## config.mk

```make
export PLATFORM = sky130hd
export DESIGN_NAME = ntt_lane_loader
export DESIGN_NICKNAME = d
export VERILOG_FILES = /design/src/rtl/ntt_loader_pkg.sv /design/src/rtl/ntt_lane_packer.sv /design/src/rtl/ntt_lane_loader.sv
export SDC_FILE = /design/constraint.sdc
export NUM_CORES = 1
export LEC_CHECK = 0
export ABC_AREA = 1
export BUFFER_PORTS_ARGS = -buffer_cell sky130_fd_sc_hd__buf_2
export CAP_MARGIN = 20
export CORE_UTILIZATION = 53
export CTS_BUF_LIST = sky130_fd_sc_hd__clkbuf_4
export DETAILED_ROUTE_END_ITERATION = 6
export GPL_ROUTABILITY_DRIVEN = 0
export PLACE_DENSITY = 0.79
export SETUP_SLACK_MARGIN = 0.1
export SLEW_MARGIN = 30
export SYNTH_ARGS = -nofsm -noshare
export SYNTH_HDL_FRONTEND = slang
export SYNTH_SLANG_ARGS = --single-unit
```

## constraint.sdc

```tcl
create_clock -name clk -period 1.57 [get_ports clk]
set_input_delay 0.0785 -clock clk [delete_from_list [all_inputs] [get_ports clk]]
set_output_delay 0.0785 -clock clk [all_outputs]
set_load 0.01 [all_outputs]
```

## src/rtl/ntt_loader_pkg.sv

```systemverilog
// Shared types and defaults for the NTT lane loader.
// Software doorbell launch is enabled by NTT_LOADER_DOORBELL_EN.
package ntt_loader_pkg;

    localparam int DEF_LANES         = 8;
    localparam int DEF_WORD_W        = 32;
    localparam int DEF_N_COEFF       = 512;
    localparam int DEF_AW            = 14;
    localparam int DEF_BASE_ADDR     = 0;
    localparam int DEF_DOORBELL_ADDR = 512;

    localparam logic [31:0] DOORBELL_MAGIC = 32'hFFFFFFFF;

    typedef enum logic [2:0] {
        S_IDLE,
        S_DB_RD,
        S_DB_CHK,
        S_DB_CLR,
        S_FETCH,
        S_DONE
    } loader_state_t;

    typedef logic [DEF_LANES-1:0][DEF_WORD_W-1:0] lane_vec_t;

endpackage

```

## src/rtl/ntt_lane_packer.sv

```systemverilog
// Packs fetched words into a lane beat and holds one finished
// beat in an output register on a valid/ready stream.
module ntt_lane_packer #(
    parameter int LANES  = 8,
    parameter int WORD_W = 32,
    parameter int SW     = 3
) (
    input  logic                    clk,
    input  logic                    resetn,
    input  logic                    word_valid,
    input  logic [WORD_W-1:0]       word_data,
    input  logic [SW-1:0]           slot,
    input  logic                    last_beat,
    output logic                    pack_full,
    output logic                    lane_valid,
    input  logic                    lane_ready,
    output logic [LANES*WORD_W-1:0] lane_data,
    output logic                    lane_last
);

    logic [LANES-1:0][WORD_W-1:0] pack;
    logic [LANES-1:0][WORD_W-1:0] pack_nxt;
    logic                         held;
    logic                         take;

    always_comb begin
        pack_nxt = pack;
        if (word_valid) pack_nxt[slot] = word_data;
    end

    // The final word may bypass straight into the output register.
    assign pack_full = held || (word_valid && slot == SW'(LANES - 1));
    assign take      = pack_full && (!lane_valid || lane_ready);

    always_ff @(posedge clk or negedge resetn) begin
        if (!resetn) begin
            pack       <= '0;
            held       <= 1'b0;
            lane_valid <= 1'b0;
            lane_data  <= '0;
            lane_last  <= 1'b0;
        end else begin
            pack <= pack_nxt;
            held <= pack_full && !take;
            if (take) begin
                lane_valid <= 1'b1;
                lane_data  <= pack_nxt;
                lane_last  <= last_beat;
            end else if (lane_ready) begin
                lane_valid <= 1'b0;
                lane_last  <= 1'b0;
            end
        end
    end

endmodule

```

## src/rtl/ntt_lane_loader.sv

```systemverilog
// Arbitrated read master that streams N_COEFF words as lane beats.
// NTT_LOADER_DOORBELL_EN adds a polled software doorbell launch.
module ntt_lane_loader
    import ntt_loader_pkg::*;
#(
    parameter int LANES         = DEF_LANES,
    parameter int WORD_W        = DEF_WORD_W,
    parameter int N_COEFF       = DEF_N_COEFF,
    parameter int AW            = DEF_AW,
    parameter int BASE_ADDR     = DEF_BASE_ADDR,
    parameter int DOORBELL_ADDR = DEF_DOORBELL_ADDR
) (
    input  logic                    clk,
    input  logic                    resetn,
    input  logic                    start,
    output logic                    busy,
    output logic                    done,
    output logic                    mem_req,
    input  logic                    mem_gnt,
    output logic [AW-1:0]           mem_addr,
    output logic                    mem_we,
    output logic [WORD_W-1:0]       mem_wdata,
    input  logic [WORD_W-1:0]       mem_rdata,
    output logic                    lane_valid,
    input  logic                    lane_ready,
    output logic [LANES*WORD_W-1:0] lane_data,
    output logic                    lane_last
);

    localparam int NB = N_COEFF / LANES;
    localparam int KW = $clog2(N_COEFF + 1);
    localparam int BW = (NB > 1) ? $clog2(NB) : 1;
    localparam int CW = $clog2(LANES + 1);
    localparam int SW = (LANES > 1) ? $clog2(LANES) : 1;

    loader_state_t state;
    logic [KW-1:0] k;
    logic [CW-1:0] cnt;
    logic [BW-1:0] beat;
    logic          rd_pend;
    logic [SW-1:0] pend_slot;
    logic          pack_full;
    logic          pack_take;
    logic          fetch_req;
    logic          grant;

    // Issue for the next beat may start in the cycle the pack drains.
    assign pack_take = pack_full && (!lane_valid || lane_ready);
    assign fetch_req = state == S_FETCH && k < KW'(N_COEFF)
                    && (cnt < CW'(LANES) || pack_take);
    assign grant     = fetch_req && mem_gnt;
    assign mem_wdata = '0;

`ifdef NTT_LOADER_DOORBELL_EN
    logic start_pend;
    assign mem_req = fetch_req || state == S_DB_RD || state == S_DB_CLR;
    assign mem_we  = state == S_DB_CLR;
`else
    wire unused_db = ^DOORBELL_ADDR;
    assign mem_req = fetch_req;
    assign mem_we  = 1'b0;
`endif

    ntt_lane_packer #(
        .LANES (LANES),
        .WORD_W(WORD_W),
        .SW    (SW)
    ) u_packer (
        .clk       (clk),
        .resetn    (resetn),
        .word_valid(rd_pend),
        .word_data (mem_rdata),
        .slot      (pend_slot),
        .last_beat (beat == BW'(NB - 1)),
        .pack_full (pack_full),
        .lane_valid(lane_valid),
        .lane_ready(lane_ready),
        .lane_data (lane_data),
        .lane_last (lane_last)
    );

    always_ff @(posedge clk or negedge resetn) begin
        if (!resetn) begin
            state     <= S_IDLE;
            busy      <= 1'b0;
            done      <= 1'b0;
            mem_addr  <= '0;
            k         <= '0;
            cnt       <= '0;
            beat      <= '0;
            rd_pend   <= 1'b0;
            pend_slot <= '0;
`ifdef NTT_LOADER_DOORBELL_EN
            start_pend <= 1'b0;
`endif
        end else begin
            rd_pend   <= grant;
            pend_slot <= k[SW-1:0];
            done      <= 1'b0;
            if (grant) begin
                k        <= k + 1'b1;
                mem_addr <= mem_addr + 1'b1;
            end
            if (pack_take) begin
                cnt  <= grant ? CW'(1) : '0;
                beat <= beat + 1'b1;
            end else if (grant) begin
                cnt <= cnt + 1'b1;
            end
            unique case (state)
                S_IDLE: begin
                    if (start) begin
                        state    <= S_FETCH;
                        busy     <= 1'b1;
                        mem_addr <= AW'(BASE_ADDR);
                        k        <= '0;
                        cnt      <= '0;
                        beat     <= '0;
                    end
`ifdef NTT_LOADER_DOORBELL_EN
                    else begin
                        state    <= S_DB_RD;
                        mem_addr <= AW'(DOORBELL_ADDR);
                    end
`endif
                end
                S_FETCH: begin
                    if (lane_valid && lane_ready && lane_last) begin
                        state <= S_DONE;
                        busy  <= 1'b0;
                        done  <= 1'b1;
                    end
                end
`ifdef NTT_LOADER_DOORBELL_EN
                S_DB_RD: begin
                    if (start) start_pend <= 1'b1;
                    if (mem_gnt) state <= S_DB_CHK;
                end
                S_DB_CHK: begin
                    if (start || start_pend) begin
                        state      <= S_FETCH;
                        busy       <= 1'b1;
                        start_pend <= 1'b0;
                        mem_addr   <= AW'(BASE_ADDR);
                        k          <= '0;
                        cnt        <= '0;
                        beat       <= '0;
                    end else if (mem_rdata == DOORBELL_MAGIC) begin
                        state <= S_DB_CLR;
                    end else begin
                        state <= S_IDLE;
                    end
                end
                S_DB_CLR: begin
                    if (mem_gnt) begin
                        state      <= S_FETCH;
                        busy       <= 1'b1;
                        start_pend <= 1'b0;
                        mem_addr   <= AW'(BASE_ADDR);
                        k          <= '0;
                        cnt        <= '0;
                        beat       <= '0;
                    end
                end
`endif
                S_DONE:  state <= S_IDLE;
                default: state <= S_IDLE;
            endcase
        end
    end

endmodule

```

After elaboration in Yosys (flattened, before gate mapping):

Index checks and enable logic that the tools add are counted.

* shifts and indexed selects: 0
* reductions and logical operators: 19
* muxes and demuxes: 29
* divide/modulo/power cells: 0
* equal/unequal tests: 5
* add/subtract/negate cells: 4
* multiply operators: 0
* magnitude comparators: 4
* bitwise logic cells: 0

Operator list (number)
* $bwmux W256: 1
* $mux W256: 1
* $demux W32 S3: 1
* $mux W14: 3
* $mux W32: 1
* $mux W10: 3
* $mux W6: 3
* $mux W4: 4
* $add A14 B1 Y14 const B: 1
* $add A10 B1 Y10 const B: 1
* $lt A10 B10 Y1 const B: 1
* $logic_and A1 B1 Y1: 9
* $mux W1: 8
* $add A6 B1 Y6 const B: 1
* $eq A3 B3 Y1 const B: 2
* $eq A6 B6 Y1 const B: 1
* $mux W3: 2
* $pmux W3 S2: 1
* $add A4 B1 Y4 const B: 1
* $lt A3 B4 Y1 const B: 1
* $lt A4 B4 Y1 const B: 1
* $reduce_bool A2 Y1: 2
* $ge A3 B1 Y1 const B: 1
* $logic_not A3 Y1: 1
* 7 further kinds: 10

* bits in latches: 0
* bits in writable memories: 0
* register bits after elaboration: 558
* logic and storage cells: 82
* memories: 0
* input bits: 37
* memory bits (read-only): 0

Depth between registers and ports, before layout:

* depth in word-level cells: 11
* depth in mapped cells: 9

Modules after synthesis:

A second synthesis with hierarchy kept.

* cells, all modules: 2555
* area, all modules: 22191.3 um^2

Modules (own cells, without submodules)
* ntt_lane_packer: area each 19796.5 um^2, seq. area each 12887.4 um^2, cells each 2244, instances 1
* ntt_lane_loader: area each 2394.8 um^2, seq. area each 1051.0 um^2, cells each 311, instances 1

Least setup slack after synthesis:

No wires, ideal clock.

* path type: register -> register
* from: register mem_addr[5]
* to: register mem_addr[11]
* buffers on the path: 0
* arrival time: 1.333 ns
* path slack: 0.101 ns
* period minus slack after synthesis: 1.469 ns
* cell stages (with the launch flop): 9
* cells stage by stage: dfrtp_1 nand2_1 nor2_1 nand3_1 or2_2 nand2_1 inv_1 nand2_1 a21oi_1

* cells in the longest elaborated chain, start to end: 4

RTL lines
* start, declared: RTL line ntt_lane_loader.sv:20 `output logic [AW-1:0] mem_addr,`
* start signal, assigned: RTL line ntt_lane_loader.sv:102 `mem_addr <= mem_addr + 1'b1;`
* start signal, assigned: RTL line ntt_lane_loader.sv:115 `mem_addr <= AW'(BASE_ADDR);`
* $add A14 B1 Y14 (*): RTL line ntt_lane_loader.sv:102
* $mux W14 (*): RTL line ntt_lane_loader.sv:100 `if (grant) begin`
* $mux W14: RTL line ntt_lane_loader.sv:112 `if (start) begin`
* $mux W14 (*): RTL line ntt_lane_loader.sv:110 `unique case (state)`

Every way passes the cells marked *; elsewhere a longest branch is shown, timed or not.
A chain may end at the register's enable or synchronous reset.

Worst setup path after layout:

* from: register pend_slot[0]
* to: output mem_req

* cells in the longest elaborated chain, start to end: 6

RTL lines
* start, declared: RTL line ntt_lane_loader.sv:41 `logic [SW-1:0] pend_slot;`
* start signal, assigned: RTL line ntt_lane_loader.sv:98 `pend_slot <= k[SW-1:0];`
* $eq A3 B3 Y1: RTL line ntt_lane_packer.sv:32 `assign pack_full = held || (word_valid && slot == SW'(LANES - 1));`
* $logic_and A1 B1 Y1: RTL line ntt_lane_packer.sv:32
* $logic_or A1 B1 Y1: RTL line ntt_lane_packer.sv:32
* $logic_and A1 B1 Y1: RTL line ntt_lane_loader.sv:48 `assign pack_take = pack_full && (!lane_valid || lane_ready);`
* $logic_or A1 B1 Y1: RTL line ntt_lane_loader.sv:50 `&& (cnt < CW'(LANES) || pack_take);`
* $logic_and A1 B1 Y1: RTL line ntt_lane_loader.sv:50
* end, declared: RTL line ntt_lane_loader.sv:18 `output logic mem_req,`

No other way between the ends.

==> results.json <==
{
  "post-synth-top-area-fraction": 0.660,
  "max-cap-violations": 0,
  "timing.final.crit_period_ns": 2.10,
  "syn-instance-count": 2282,
  "mappedNetlistArea_mm2": 0.0211,
  "placedInstanceArea_mm2": 0.0238,
  "post_synthesis_async_set_or_reset_flop_share": 1.00,
  "antenna_found_initial": 2,
  "critPathRequiredTime_ns": 1.49,
  "skew_pair_late_insertion_delay_ns": 0.88,
  "chipWidth_um": 202,
  "h-tree-depth": 4,
  "first_iter_violations": 1924,
  "path_type_of_the_worst_setup_path": "flop to output pin",
  "hold_viol": 0,
  "violated_checks": "setup timing",
  "global_route_wire_length_before_repair_um": 95100,
  "power.ir.vdd_worst_mv": 0.676,
  "synth.area.top_cells": "sky130_fd_sc_hd__dfrtp_1 66%, sky130_fd_sc_hd__nand2_1 20%, sky130_fd_sc_hd__o21ai_0 6.3%",
  "cts.sink_count": 557,
  "worst-endpoint-arrival_ns": 2.02,
  "tritoncts": "built",
  "worstReg2RegStart": "pend_slot[1]$_DFF_PN0_",
  "worst_slew_margin_rel": 0.639,
  "crit_path_start_kind": "flop",
  "drc_errors": 0,
  "vias": 19404,
  "cts.root.buffer_cell": "sky130_fd_sc_hd__clkbuf_4",
  "yosysMostFrequentCell": "sky130_fd_sc_hd__nand2_1",
  "via_count_of_the_first_global_routing_pass": 18393,
  "synth-seq-area-share": 0.660,
  "post-dp-hpwl_um": 34900,
  "post_route_cells_drive_above_1_share": 0.340,
  "power.total_mw": 27.1,
  "synth-warning-count": 0,
  "fmax_mhz": 476,
  "synth_cell_types": 30,
  "synth_seq_cells": 557,
  "ioPinCount": 345,
  "gr-usage-all-layers": 0.299,
  "number_of_cts_inserted_buffers": 141,
  "grt_setup_unrepaired": "true",
  "tightestPinTransition_ns": 0.540,
  "final_design_area_excluding_fillers_mm2": 0.0296,
  "antenna_violating_nets_post_route": 0,
  "largest_fanout_on_the_critical_path": 2,
  "netlist_top_cells_count": "1,106 x sky130_fd_sc_hd__nand2_1, 557 x sky130_fd_sc_hd__dfrtp_1, 267 x sky130_fd_sc_hd__o21ai_0, 85 x sky130_fd_sc_hd__clkbuf_1, 78 x sky130_fd_sc_hd__inv_1",
  "reg2reg_setup_slack_ns": -0.47,
  "worst_setup_hold_path_clk_slew_ns": 0.07,
  "crit_path_end_kind": "output pin",
  "worst_r2r_path_depth": 15,
  "buffer_ports.inserted": 311,
  "final-setup-viol-count": 375,
  "layout.nets": 2917,
  "fin_util": 0.759,
  "grt_max_degree": 70,
  "static_leakage_nw": 16.4,
  "setup.worst_path.start": "pend_slot[0]$_DFF_PN0_",
  "dpl_worst_slack_ns": -0.0339,
  "route.detailed.vias_per_inst": 5.56,
  "critPathCapture": "mem_req",
  "fin_skew_ns": 0.0524,
  "route.final.wire_length_um": 72600,
  "yosysTopAreaCell": "sky130_fd_sc_hd__dfrtp_1",
  "area_overhead_of_the_layout_relative_to_synthesis_pct": 40.3,
  "core_mm2": 0.0390,
  "routedWlPerCell_um": 20.8,
  "fin_crit_sh": 1.34,
  "synth_edf_count": 0,
  "dieHeight_um": 202,
  "synth.avg_cell_area_um2": 9.25,
  "yosys_most_used_dff": "sky130_fd_sc_hd__dfrtp_1",
  "hold_class": "primary input to flop",
  "die-area_mm2": 0.0406,
  "grt-ovfl-total": 0,
  "status": "finished with violations",
  "cts.path.max_buffers": 3,
  "setup_slack_of_the_critical_path_after_layout_ns": -0.530,
  "timing_max_transition_violations_final": 0,
  "setup-tns-final_ns": -107.57,
  "drt_pre_antenna_iters": 6,
  "timing.rr.end": "u_packer.lane_data[238]$_DFFE_PN0N_",
  "power_per_cell_area_mw_per_mm2": 913,
  "core.rowCount": 72,
  "initial_core_util": 0.541
}
==> stage by stage <==
step / instances / hold WS [ns]
detailed placement: 3080 / 0.0179
floorplan: 2314 / -0.217
global placement: 3080 / 0.0185
CTS: 3405 / 0.0331
finish: 3487 / 0.0820
global route: 3487 / 0.0692
==> cell families after synthesis <==
group	count (synthesis)	share of synthesized area
AO/OA/AOI/OAI	294	0.0706
XOR/XNOR	7	0.00290
adder cells (fa/ha/maj)	4	0.00237
buffers and inverters	226	0.0479
flip-flops	557	0.660
other	1	0.000178
AND/OR/NAND/NOR	1193	0.216
==> flip-flops by register name (all words and copies together), names as in the netlist, 2 cells and up <==
| signal | flops |
|---|---|
| u_packer.pack | 256 |
| k | 10 |
| mem_addr | 14 |
| beat | 6 |
| state | 2 |
| u_packer.lane_data | 256 |
| pend_slot | 3 |
| cnt | 4 |
==> worst min-delay path by stage <==
stage           start                            to  slack [ns]  depth (start not counted)
6_report        start              busy$_DFFE_PN0P_        0.08                          4
4_1_cts         start              busy$_DFFE_PN0P_        0.03                          4
2_1_floorplan  resetn             beat[0]$_DFF_PN0_       -0.22                          0
5_1_grt         start          state[2]$_DFFE_PN0P_        0.07                          4
3_5_place_dp   resetn  u_packer.pack[204]$_DFF_PN0_        0.02                          1
3_3_place_gp   resetn   u_packer.pack[42]$_DFF_PN0_        0.02                          1
==> what timing repair did <==
action                                 in CTS  in global routing
buffers inserted                           63                 27
gates cloned                               10                 55
resized for setup                         161                393
pin swaps                                  12                111
hold buffers                               38                  0
setup endpoints to repair                 463                743
endpoints found under the hold margin    1111                  0
==> cell type report <==
type	instances	area, um2
fillers	2341	9390
inverters	80	339
well taps	518	648
diodes	3	7.51
repair inverters	5	118
repair buffers	560	5440
flip-flops and latches	557	13900
clock inverters	43	236
multi-input cells	1531	7470
clock buffers	190	1430
==> per-layer routing <==
metal  GRT usage  routed length, um  vias up
met5           0                  0        -
met4       0.130               3340        0
met3      0.0718               7100      312
met2       0.483              35400     1261
met1       0.386              26700     9491
li1            -                  -     8340
==> layout by cell type, fill, tap and decap left out, types with 7 or more instances in the layout <==
master,netlist,layout
sky130_fd_sc_hd__nand2_1,1106,889
sky130_fd_sc_hd__dfrtp_1,557,556
sky130_fd_sc_hd__buf_2,25,299
sky130_fd_sc_hd__o21ai_0,267,213
sky130_fd_sc_hd__clkbuf_4,0,190
sky130_fd_sc_hd__nand2_2,1,142
sky130_fd_sc_hd__nand2_4,1,76
sky130_fd_sc_hd__inv_1,78,75
sky130_fd_sc_hd__buf_4,33,67
sky130_fd_sc_hd__nor2_1,53,52
sky130_fd_sc_hd__buf_12,0,47
sky130_fd_sc_hd__clkbuf_16,0,37
sky130_fd_sc_hd__buf_6,1,37
sky130_fd_sc_hd__dlygate4sd3_1,0,37
sky130_fd_sc_hd__conb_1,1,33
sky130_fd_sc_hd__o21ai_2,0,30
sky130_fd_sc_hd__clkinv_1,0,27
sky130_fd_sc_hd__o21ai_1,1,19
sky130_fd_sc_hd__buf_16,0,18
sky130_fd_sc_hd__buf_8,0,17
sky130_fd_sc_hd__a21oi_1,18,13
sky130_fd_sc_hd__nand3_1,13,11
sky130_fd_sc_hd__nand4_1,9,9
sky130_fd_sc_hd__inv_2,2,7
==> worst max-delay path, stage by stage (launching register included) <==
cell	delay, ns
sky130_fd_sc_hd__dfrtp_1	0.37
sky130_fd_sc_hd__nand2_1	0.10
sky130_fd_sc_hd__o21ai_2	0.16
sky130_fd_sc_hd__buf_6	0.14
sky130_fd_sc_hd__nand2_8	0.05
sky130_fd_sc_hd__nand2_4	0.07
sky130_fd_sc_hd__buf_6	0.11
sky130_fd_sc_hd__nand2_4	0.04
sky130_fd_sc_hd__inv_2	0.04
sky130_fd_sc_hd__buf_6	0.09
==> power by group <==
| group | internal (mW) | leakage [nW] | switching, mW |
|---|---|---|---|
| Clock | 5.93 | 0.990 | 6.09 |
| Sequential | 14.3 | 6.36 | 0 |
| Combinational | 0.160 | 9.08 | 0.526 |
| Total | 20.4 | 16.4 | 6.61 |
(Power assumes the default switching activity.)
